## src/rtl/regfile_sequencer.sv

```systemverilog
// Micro-op sequencer in front of the 16-entry register block: reads two operands, waits on the
// execute unit, writes the result back and bumps PC (id 4'hC). Sole driver of all register ids.
//   state  | meaning
//   IDLE   | ready for a request
//   READ   | drive src ids, capture operands
//   EXEC   | operands valid, wait for result or timeout
//   WB     | write result to dst (unmapped dst aborts)
//   PC     | PC <= PC + PC_STEP
//   DONE   | retire pulse
//   ERR    | abort pulse
module regfile_sequencer #(
    parameter logic [7:0] PC_STEP = 8'd1,
    parameter logic [3:0] PARK_ID = 4'hF,
    parameter logic [7:0] TIMEOUT = 8'd255
) (
    input  logic       clk,
    input  logic       reset,
    input  logic       req_valid,
    output logic       req_ready,
    input  logic [3:0] req_src1,
    input  logic [3:0] req_src2,
    input  logic [3:0] req_dst,
    input  logic       req_wb,
    output logic [3:0] read1_id,
    input  logic [7:0] read1_value,
    output logic [3:0] read2_id,
    input  logic [7:0] read2_value,
    output logic [3:0] write_id,
    output logic [7:0] write_value,
    output logic       write_en,
    output logic [7:0] op_a,
    output logic [7:0] op_b,
    output logic       op_valid,
    input  logic       result_valid,
    input  logic [7:0] result_data,
    output logic       done,
    output logic       err
);

    localparam logic [3:0] PC_ID = 4'hC;

    typedef enum logic [2:0] {
        S_IDLE,
        S_READ,
        S_EXEC,
        S_WB,
        S_PC,
        S_DONE,
        S_ERR
    } state_t;

    state_t     state_q, state_d;
    logic [3:0] src1_q, src1_d;
    logic [3:0] src2_q, src2_d;
    logic [3:0] dst_q, dst_d;
    logic       wb_q, wb_d;
    logic [7:0] op_a_q, op_a_d;
    logic [7:0] op_b_q, op_b_d;
    logic [7:0] res_q, res_d;
    logic [7:0] cnt_q, cnt_d;

    always_ff @(posedge clk) begin
        if (reset) begin
            state_q <= S_IDLE;
            src1_q  <= 4'h0;
            src2_q  <= 4'h0;
            dst_q   <= 4'h0;
            wb_q    <= 1'b0;
            op_a_q  <= 8'h00;
            op_b_q  <= 8'h00;
            res_q   <= 8'h00;
            cnt_q   <= 8'h00;
        end else begin
            state_q <= state_d;
            src1_q  <= src1_d;
            src2_q  <= src2_d;
            dst_q   <= dst_d;
            wb_q    <= wb_d;
            op_a_q  <= op_a_d;
            op_b_q  <= op_b_d;
            res_q   <= res_d;
            cnt_q   <= cnt_d;
        end
    end

    always_comb begin
        state_d     = state_q;
        src1_d      = src1_q;
        src2_d      = src2_q;
        dst_d       = dst_q;
        wb_d        = wb_q;
        op_a_d      = op_a_q;
        op_b_d      = op_b_q;
        res_d       = res_q;
        cnt_d       = cnt_q;
        req_ready   = 1'b0;
        read1_id    = 4'h0;
        read2_id    = 4'h0;
        write_id    = PARK_ID;
        write_value = 8'h00;
        write_en    = 1'b0;
        op_valid    = 1'b0;
        done        = 1'b0;
        err         = 1'b0;

        case (state_q)
            S_IDLE: begin
                req_ready = 1'b1;
                if (req_valid) begin
                    src1_d  = req_src1;
                    src2_d  = req_src2;
                    dst_d   = req_dst;
                    wb_d    = req_wb;
                    state_d = S_READ;
                end
            end
            S_READ: begin
                read1_id = src1_q;
                read2_id = src2_q;
                op_a_d   = read1_value;
                op_b_d   = read2_value;
                cnt_d    = 8'h00;
                state_d  = S_EXEC;
            end
            S_EXEC: begin
                op_valid = 1'b1;
                cnt_d    = cnt_q + 8'd1;
                // A result arriving on the last allowed cycle still beats the timeout.
                if (result_valid) begin
                    res_d   = result_data;
                    cnt_d   = 8'h00;
                    state_d = wb_q ? S_WB : S_PC;
                end else if ((cnt_q + 8'd1) == TIMEOUT) begin
                    cnt_d   = 8'h00;
                    state_d = S_ERR;
                end
            end
            S_WB: begin
                if (dst_q > PC_ID) begin
                    state_d = S_ERR;
                end else begin
                    write_en    = 1'b1;
                    write_id    = dst_q;
                    write_value = res_q;
                    // A write to PC is a branch target, so the increment is skipped.
                    state_d     = (dst_q == PC_ID) ? S_DONE : S_PC;
                end
            end
            S_PC: begin
                read1_id    = PC_ID;
                write_en    = 1'b1;
                write_id    = PC_ID;
                write_value = read1_value + PC_STEP;
                state_d     = S_DONE;
            end
            S_DONE: begin
                done    = 1'b1;
                state_d = S_IDLE;
            end
            S_ERR: begin
                err     = 1'b1;
                state_d = S_IDLE;
            end
            default: state_d = S_IDLE;
        endcase

        // The register block samples write_en on the same edge that applies reset.
        if (reset) begin
            write_en    = 1'b0;
            write_id    = PARK_ID;
            write_value = 8'h00;
        end
    end

    assign op_a = op_a_q;
    assign op_b = op_b_q;

endmodule

```

## config.mk

```make
export PLATFORM = sky130hd
export DESIGN_NAME = regfile_sequencer
export DESIGN_NICKNAME = d
export VERILOG_FILES = /design/src/rtl/regfile_sequencer.sv
export SDC_FILE = /design/constraint.sdc
export NUM_CORES = 1
export LEC_CHECK = 0
export ABC_AREA = 1
export ABC_CLOCK_PERIOD_IN_PS = 3000
export CAP_MARGIN = 30
export CORE_MARGIN = 2
export CORE_UTILIZATION = 40
export DETAILED_ROUTE_END_ITERATION = 8
export GPL_TIMING_DRIVEN = 1
export PLACE_DENSITY = 0.72
export SYNTH_ARGS = -nofsm -noshare
export SYNTH_HDL_FRONTEND = slang
export SYNTH_SLANG_ARGS = --single-unit
```

## constraint.sdc

```tcl
create_clock -name clk -period 3 [get_ports clk]
set_input_delay 0.6 -clock clk [delete_from_list [all_inputs] [get_ports clk]]
set_output_delay 0.6 -clock clk [all_outputs]
set_load 0.02 [all_outputs]
```

Word-level counts from Yosys, hierarchy flattened

Cells that the tools add are included.
Widths: inputs -> output; s select.

Add/sub/neg operators: 2
Multipliers: 0
Div/mod/pow operators: 0
Magnitude comparators: 1
Equality and inequality tests: 10
Shift-type cells: 0
Multiplexer cells: 25
Bitwise gates (word level): 0
Reductions and logical operators: 5

Operator list:

| kind                | count |
|---|---|
| $mux 8              | 4 |
| $pmux 8 s2          | 2 |
| $add 8x1->8 const B | 2 |
| $pmux 4 s2          | 2 |
| $pmux 3 s5          | 1 |
| $mux 3              | 4 |
| $mux 4              | 3 |
| $eq 3x3->1 const B  | 3 |
| $eq 8x8->1 const B  | 1 |
| $mux 1              | 7 |
| $eq 3x2->1 const B  | 2 |
| $reduce_and 2->1    | 3 |
| $eq 4x4->1 const B  | 1 |
| $gt 4x4->1 const B  | 1 |
| $eq 3x1->1 const B  | 1 |
| $logic_not 3->1     | 1 |
| $ne 3x3->1 const B  | 1 |
| $mux 2              | 1 |
| $ne 2x2->1 const B  | 1 |
| $pmux 1 s2          | 1 |
| $reduce_bool 2->1   | 1 |

Register bits: 48
Latch bits: 0
RAM bits: 0
Bits in read-only memories: 0
Bits of input ports: 41
Output and inout bits: 41
Logic and storage cells: 52
Memories kept: 0

Depth between registers and ports, before layout

Gate-level depths: netlist (run 1).

Word-level depth: 5
Mapped depth: 11
Mapped depth without buffers: 11

Least setup slack after synthesis (run 1)

Ideal clock, no wire load.

Path kind: input -> output
Start: input read1_value[0]
End: output write_value[6]
Data arrival time: 1,594 ps
Required time: 2,400 ps
Setup slack: 806 ps
Stages: 7
Buffers on the path: 0
Cell sequence: ha_1 > nand2_1 > nor3_1 > nand2_1 > a21oi_1 > a22oi_1 > nor2_1

Cells in the longest elaborated chain, start to end: 3

RTL lines:

| what               | line | source |
|---|---|---|
| start: declaration | 25   | `input logic [7:0] read1_value,` |
| $add 8x1->8        | 153  | `write_value = read1_value + PC_STEP;` |
| $pmux 8 s2         | 106  | `case (state_q)` |
| $mux 8             | 168  | `if (reset) begin` |
| end: declaration   | 29   | `output logic [7:0] write_value,` |

No other way between the ends.

Worst setup path in the final report (run 1)

Start: input read1_value[3]
End: output write_value[3]

Same word-level chain as after synthesis.

==> impl_metrics.toml, run 1 <==
[cells_and_area]
area_growth_pct = 44.1
layout-drive-gt1-share_pct = 9.45
nNetsFinal = 477
fillers = 559
antenna_cells = 0
fin_util_pct = 58.7
area.sequential_um2 = 961
multi_input_area_um2 = 1160

[synthesis]
avgSynthCellArea_um2 = 6.89
syn_area_um2 = 2380
syn_nets = 390
yosysSeqAreaShare_pct = 40.3
synth-seq-cells = 48
synth_cell_type_count = 26
yosys_warnings = 0
netlist_instances = 346

[grt]
first_global_vias = 2229
grt_first_pass_wirelength_um = 9980
grt_max_degree = 36
grt_overflow = 0
grtUsageTotal_pct = 19.6
antenna_found_initial = 0

[timing]
max_slew_margin_pct = 73.2
setup_slack_ns = 0.0903
setup_viol = 0
fin_setup_tns_ns = 0
worstMarginPinSlew_ns = 0.401
hold_viol_final = 0
period_share_pct = 97.0
min_period_ns = 2.91
maxSlewViolCount = 0
fmax_mhz = 344
rsz0062_at_grt = "false"
fin_skew_ns = 0.00853

[floorplan]
std_cell_rows = 28
die_y_um = 81.2
die-area_um2 = 6590
initial_utilization_pct = 40.7
die_w_um = 81.2
coreArea_um2 = 5850
pin_count = 82

[run]
maxCapViolCount = 0

[place]
io_buffers = 81
dp_hpwl_um = 4700
place_congestion = 0.801
pre_cts_ws_ns = -0.232

[clock_tree]
path_clk_slew_ns = 0.09
cts_tree = "built"
numCtsBuffers = 5
cts_hold_buffers = 0
clkLatencyLatePin_ns = 0.30
cts_resized = 5
cts.sinks = 48
clockBufferDepth = 2
cts_root_buffer = "clkbuf_8"
htree_levels = 2
cts_setup_buffers = 0

[pwr]
power_density_nw_per_um2 = 537
power.leakage_nw = 1.38
peakVddDrop_v = 0.000327

[worst_hold_path]
holdCritStartpoint = "op_b[2]"
hold_class = "register to register"
min_to = "op_b[2]"
whs_path_depth = 2

[detailed_routing]
wl_per_cell_um = 12.2
ant_nets = 0
vias_per_cell = 4.76
drc_errors = 0
drtPass1Iterations = 4
routed_wl_um = 6230
vias = 2425
drt_iter0_drc = 88

[critical_path]
critPathMaxFanout = 4
reg2reg_slack_ns = 1.23
r2r_start = "state_q[2]"
worstSetupStartpointType = "input pin"
rr_worst_depth = 7
cp.arrival_ns = 2.31
end_kind = "output port"
rr_endpoint = "cnt_q[0]"
critPathKind = "input pin to output port"
required_ns = 2.40

[outcome]
status = "finished clean"
==> area by class of cell <==
| cell class | instances | area share, % |
|---|---|---|
| multi-input cells | 230 | 33.9 |
| flip-flops and latches | 48 | 28.0 |
| repair buffers | 92 | 26.0 |
| inverters | 56 | 6.12 |
| well taps | 75 | 2.73 |
| clock buffers | 5 | 2.00 |
| clock inverters | 3 | 1.24 |
==> where the power goes <==
part / internal [W] / total [W] / switching (W)
logic: 0.000258 / 0.000597 / 0.000339
registers: 0.000730 / 0.000780 / 0.0000504
clock network: 0.000247 / 0.000465 / 0.000218
total: 0.00123 / 0.00184 / 0.000608
==> state kept, by name, summed over array words and instances, names as in the netlist <==
signal / count
state_q: 3
cnt_q: 8
src1_q: 4
res_q: 8
dst_q: 4
op_a: 8
op_b: 8
wb_q: 1
src2_q: 4
==> how the worst max path moves through the flow <==
stage	startpoint	endpoint	slack (ns)	depth (start not counted)
global placement	read1_value[0]	write_value[6]	-0.20	9
global route	state_q[0]	write_value[1]	0.0004	5
floorplan	read1_value[0]	write_value[6]	0.81	7
detailed placement	read1_value[1]	write_value[6]	-0.23	9
CTS	read1_value[0]	write_value[2]	0.005	7
finish	read1_value[3]	write_value[3]	0.09	7
==> cell usage in the layout, fill, tap and decap left out, drive strengths merged, types with 3 or more instances in the layout <==
master,instances
dfxtp,48
inv,56
nor3,3
buf,11
dlygate4sd2,3
clkbuf,5
clkdlybuf4s50,76
ha,3
nor2,47
o21ai,44
nand3,22
nand2,53
nand4,3
a21oi,48
==> cells in the mapped netlist, drive strengths merged <==
library cell / instances / area share, %
inv: 56 / 8.8
nand2: 53 / 9.3
a21oi: 48 / 10
dfxtp: 48 / 40
nor2: 47 / 9.2
o21ai: 44 / 9.2
nand3: 22 / 5.0
clkbuf: 8 / 1.3
buf: 4 / 0.84
ha: 3 / 1.6
nand4: 3 / 0.79
nor3: 3 / 1.1
nand3b: 2 / 0.63
o21bai: 2 / 0.79
a22oi: 1 / 0.32
o221ai: 1 / 0.37
or2: 1 / 0.26
==> cells by family (layout without fill, tap and decap cells) <==
logic type               Yosys count  after routing  synth area share (%)
AND/OR/NAND/NOR                  131            131                  26.3
flip-flops                        48             48                  40.3
AO/OA/AOI/OAI                     96             96                  20.8
adder cells (fa/ha/maj)            3              3                  1.58
buffers and inverters             68            156                  11.0
==> stage by stage <==
step	std cells	hold slack, ns	total power [W]	cell area [µm²]
3_5_place_dp	501	0.435	0.00140	3320
5_1_grt	509	0.466	0.00196	3430
2_1_floorplan	346	0.425	0.00113	2380
6_report	509	0.446	0.00184	3430
3_3_place_gp	501	0.432	0.00139	3320
4_1_cts	509	0.449	0.00187	3430
==> routing by layer <==
layer / GRT usage, % / up-vias / routed length [µm]
li1: - / 1281 / -
met1: 23.2 / 1057 / 2760
met2: 34.5 / 75 / 2990
met3: 4.44 / 12 / 343
met4: 6.95 / 0 / 140
met5: 0 / - / 0
==> critical path: stages <==
cell and delay [ns]:
clkdlybuf4s50_1 0.47, inv_1 0.08, buf_4 0.14, a21oi_1 0.11
o21ai_0 0.11, a21oi_1 0.15, clkdlybuf4s50_1 0.63
Note: power is estimated with default switching activity, not from simulation.
==> run 2: changes to the inputs <==
- DONT_BUFFER_PORTS: not set -> 1
- PLACE_DENSITY: 0.72 -> not set
==> run 2 against run 1 <==
Power decreased by 9.5%. Global-route usage decreased by 1.3 points. Final area decreased by 24%. Clock power increased by 2%. Sequential cell count unchanged. Clock-buffer cell count unchanged. Die area unchanged. Sequential share of layout area increased by 8.7 points. Critical path depth decreased by 2. Sequential power increased by 8.1%. Critical path type is now register to output port.
==> impl_metrics.toml, run 2 (synthesized netlist as in run 1, its figures left out) <==
[place]
io_buffers = 0
dp_hpwl_um = 4150
place_congestion = 0.785

[timing]
worstMarginPinSlew_ns = 0.692
max_slew_margin_pct = 53.5
fin_skew_ns = 0.00699
min_period_ns = 2.50
fin_setup_tns_ns = 0
rsz0062_at_grt = "false"
period_share_pct = 83.2
fmax_mhz = 401
setup_viol = 0
hold_viol_final = 0
maxSlewViolCount = 0
hold_ws_ns = 0.352

[detailed_routing]
ant_nets = 0
drc_errors = 0
vias_per_cell = 5.01
drtPass1Iterations = 4
drt_iter0_drc = 103
vias = 2145
routed_wl_um = 5660
wl_per_cell_um = 13.2

[grt]
grt_overflow = 0
antenna_found_initial = 0
grt_max_degree = 33
grt_first_pass_wirelength_um = 9440
grtUsageTotal_pct = 18.3
first_global_vias = 2121

[clock_tree]
cts_resized = 0
clockBufferDepth = 2
cts_tree = "built"
cts_setup_buffers = 0
cts_root_buffer = "clkbuf_8"
htree_levels = 2
cts_hold_buffers = 0
numCtsBuffers = 5
path_clk_slew_ns = 0.10
cts.sinks = 48
clkLatencyLatePin_ns = 0.30

[pwr]
power_density_nw_per_um2 = 637
power.leakage_nw = 1.04
peakVddDrop_v = 0.000268

[floorplan]
pin_count = 82
initial_utilization_pct = 40.7
std_cell_rows = 28
die_y_um = 81.2
coreArea_um2 = 5850
die-area_um2 = 6590
die_w_um = 81.2

[critical_path]
slowest_delay_ns = 0.44
worstSetupStartpointType = "register"
crit_path_cell_trace = "nor2_1 > nand2_1 > inv_1 > nand3b_1 > a21oi_1"
critPathMaxFanout = 8
rr_worst_depth = 7
crit_family = "simple AND/OR/NAND/NOR gates"
cp.arrival_ns = 1.90
required_ns = 2.40
crit_slowest_cell = "a21oi_1"
cp.depth = 5
critPathKind = "register to output port"
end_kind = "output port"
crit_buf_inv = 1

[cells_and_area]
layout-drive-gt1-share_pct = 11.3
fillers = 616
layout_commonest_cell = "inv_1"
antenna_cells = 0
final_cell_mix = "52 x inv_1, 48 x nand2_1, 48 x a21oi_1, 48 x dfxtp_1, 44 x o21ai_0"
area.sequential_um2 = 961
nNetsFinal = 396
multi_input_area_um2 = 1160
area_growth_pct = 9.93

[worst_hold_path]
hold_class = "input pin to register"
whs_path_depth = 1

[outcome]
status = "finished clean"

[run]
maxCapViolCount = 0
==> run 2: cell count changes in the layout (fill, tap and decap cells not counted), sizes merged <==
cell           previous run  this run
clkdlybuf4s15             1         0
clkdlybuf4s50            76         0
dlygate4sd2               3         0
dlymetal6s2s              1         0
==> run 2: path summary, 6_finish.rpt <==
kind / from / end / slack [ns]
worst max-delay path: state_q[0] / write_value[2] / 0.50
worst min-delay path: reset / cnt_q[2] / 0.35
worst max register to register: state_q[2] / cnt_q[3] / 1.35
worst min register to register: src1_q[2] / src1_q[2] / 0.45
==> run 2: final cells by class <==
type | count | share of cell area [%]
clock inverters | 3 | 1.62
well taps | 75 | 3.58
flip-flops and latches | 48 | 36.7
multi-input cells | 230 | 44.3
repair buffers | 11 | 3.15
clock buffers | 5 | 2.63
inverters | 56 | 8.03
==> run 2: per-stage QoR <==
stage                     worst slack, ns  power (W)  area [µm²]  util [%]  std cells
after floorplan                     0.806    0.00113        2380         -        346
after global placement              0.687    0.00121        2510      42.9        420
after detailed placement            0.673    0.00121        2510      42.9        420
after CTS                           0.501    0.00169        2620      44.8        428
final                               0.503    0.00167        2620      44.8        428
after global routing                0.339    0.00177        2620      44.8        428
==> run 2: worst register-to-register path: stages, from the launching register on <==
cell	delay (ns)
dfxtp_1	0.48
inv_2	0.09
nand3_1	0.32
buf_4	0.28
nand2_1	0.08
inv_2	0.13
nand2_1	0.07
a21oi_1	0.14
==> run 2: metal layers <==
metal | part of all wire, % | vias up | wire length, µm | track usage [%]
met3 | 7.0 | 4 | 399 | 5.11
met1 | 44 | 963 | 2470 | 21.6
li1 | - | 1120 | - | -
met2 | 48 | 58 | 2740 | 32.1
met5 | 0 | - | 0 | 0
met4 | 0.87 | 0 | 49 | 5.42
==> run 2: power breakdown <==
| part | switching [W] | internal, W |
|---|---|---|
| registers | 0.000113 | 0.000730 |
| logic | 0.000243 | 0.000108 |
| clock network | 0.000228 | 0.000247 |
| total | 0.000583 | 0.00109 |
==> run 3: changes to the inputs <==
- ABC_CLOCK_PERIOD_IN_PS: 3000 -> 2050
- clock period: 3 -> 2.05 ns (I/O delays scaled with it)
==> run 3 against run 2 <==
Combinational power increased by 59%. Global-route usage fell by 0.29 points. Sequential power up 47%. Wire length up 1.6%. Clock skew down 0.0021 ns. Critical path type unchanged. Largest cell class unchanged.
==> impl_metrics.toml, run 3 (synthesized netlist as in run 1, its figures left out) <==
[clock_tree]
cts_root_buffer = "clkbuf_8"
cts_tree = "built"
cts_hold_buffers = 0
cts_setup_buffers = 0
clkLatencyLatePin_ns = 0.30
numCtsBuffers = 5
cts.sinks = 48
path_clk_slew_ns = 0.08
htree_levels = 2
clockBufferDepth = 2

[grt]
grt_first_pass_wirelength_um = 9180
grtUsageTotal_pct = 18.0
first_global_vias = 2072
grt_overflow = 0
antenna_found_initial = 0
grt_max_degree = 31

[critical_path]
rr_endpoint = "res_q[1]"
critPathMaxFanout = 7
end_kind = "output port"
slowest_delay_ns = 0.38
reg2reg_slack_ns = 0.48
cp.depth = 5
cp-endpoint = "read1_id[2]"
cp_common_cell = "buf_4"
worstSetupStartpointType = "register"
cp.arrival_ns = 1.60
required_ns = 1.64
crit_buf_inv = 3
crit_family = "buffers and inverters"
crit_slowest_cell = "dfxtp_1"
rr_worst_depth = 7
critPathKind = "register to output port"
r2r_start = "state_q[1]"
crit_path_cell_trace = "inv_1 > nand3_2 > buf_4 > o21ai_0 > buf_4"
cp-startpoint = "state_q[1]"

[timing]
max_slew_margin_pct = 68.1
rsz0062_at_grt = "true"
hold_viol_final = 0
fmax_mhz = 497
maxSlewViolCount = 0
setup_viol = 0
fin_setup_tns_ns = 0
fin_skew_ns = 0.00493
min_period_ns = 2.01
worstMarginPinSlew_ns = 0.477
setup_slack_ns = 0.0373
period_share_pct = 98.2

[detailed_routing]
vias = 2188
routed_wl_um = 5750
wl_per_cell_um = 13.0
vias_per_cell = 4.96
drc_errors = 0
drt_iter0_drc = 73
drtPass1Iterations = 4
ant_nets = 0

[pwr]
total_power_w = 0.00238
power_density_nw_per_um2 = 864
power.leakage_nw = 1.11
peakVddDrop_v = 0.000413

[cells_and_area]
fin_util_pct = 47.0
layout-drive-gt1-share_pct = 16.7
layout_commonest_cell = "inv_1"
nNetsFinal = 409
final_cell_mix = "51 x inv_1, 47 x nand2_1, 46 x a21oi_1, 46 x dfxtp_1, 44 x o21ai_0"
antenna_cells = 0
area_growth_pct = 15.5
design_area_um2 = 2750

[outcome]
status = "finished clean"

[place]
place_congestion = 0.823
placed_area_um2 = 2600
io_buffers = 0
pre_cts_ws_ns = 0.179
dp_hpwl_um = 4230

[floorplan]
die-area_um2 = 6590
pin_count = 82
die_y_um = 81.2
die_w_um = 81.2
std_cell_rows = 28
initial_utilization_pct = 40.7
coreArea_um2 = 5850

[run]
maxCapViolCount = 0

[worst_hold_path]
hold_class = "input pin to register"
-- run 3: metrics by stage --
step,cells,hold WS [ns]
floorplan,346,0.425
global route,441,0.162
detailed placement,432,0.441
CTS,440,0.157
global placement,432,0.436
finish,441,0.170
-- run 3: layout make-up --
type                    count  area [µm²]
clock buffers               7        86.3
clock inverters             1        7.51
fillers                   614        3100
inverters                  56         210
multi-input cells         231        1220
flip-flops and latches     48         963
well taps                  75        93.8
repair buffers             23         173
-- run 3: routing by layer --
metal	vias to the layer above	global-route usage, %	part of all wire [%]	routed length (µm)
met4	0	7.29	1.4	80
met5	-	0	0	0
met2	57	30.3	47	2680
met3	6	4.89	7.5	434
met1	972	21.6	44	2560
li1	1153	-	-	-
-- run 3: worst reg2reg max path, stage by stage (launching register included) --
cell and delay [ns]:
dfxtp_1 0.47, inv_1 0.17, nor3_4 0.16, inv_2 0.10, nor2_4 0.20, inv_1 0.17
nor2_1 0.15, nor2_1 0.06
-- run 3: how the worst min path moves through the flow --
stage / cells after the start / end / start / slack (ns)
after CTS: 1 / state_q[2] / reset / 0.16
after global routing: 1 / state_q[0] / reset / 0.16
after floorplan: 2 / src1_q[2] / src1_q[2] / 0.42
after global placement: 2 / src1_q[3] / src1_q[3] / 0.44
after detailed placement: 2 / src1_q[3] / src1_q[3] / 0.44
final: 1 / state_q[0] / reset / 0.17
-- run 3: timing repair --
item	CTS	global route
pin swaps	1	1
gates resized for setup	6	8
gates cloned	0	1
setup endpoints to repair	11	10
-- run 3: power by group --
part	internal [W]	switching (W)
clock network	0.000274	0.000304
registers	0.00107	0.000174
logic	0.000186	0.000371
total	0.00153	0.000849
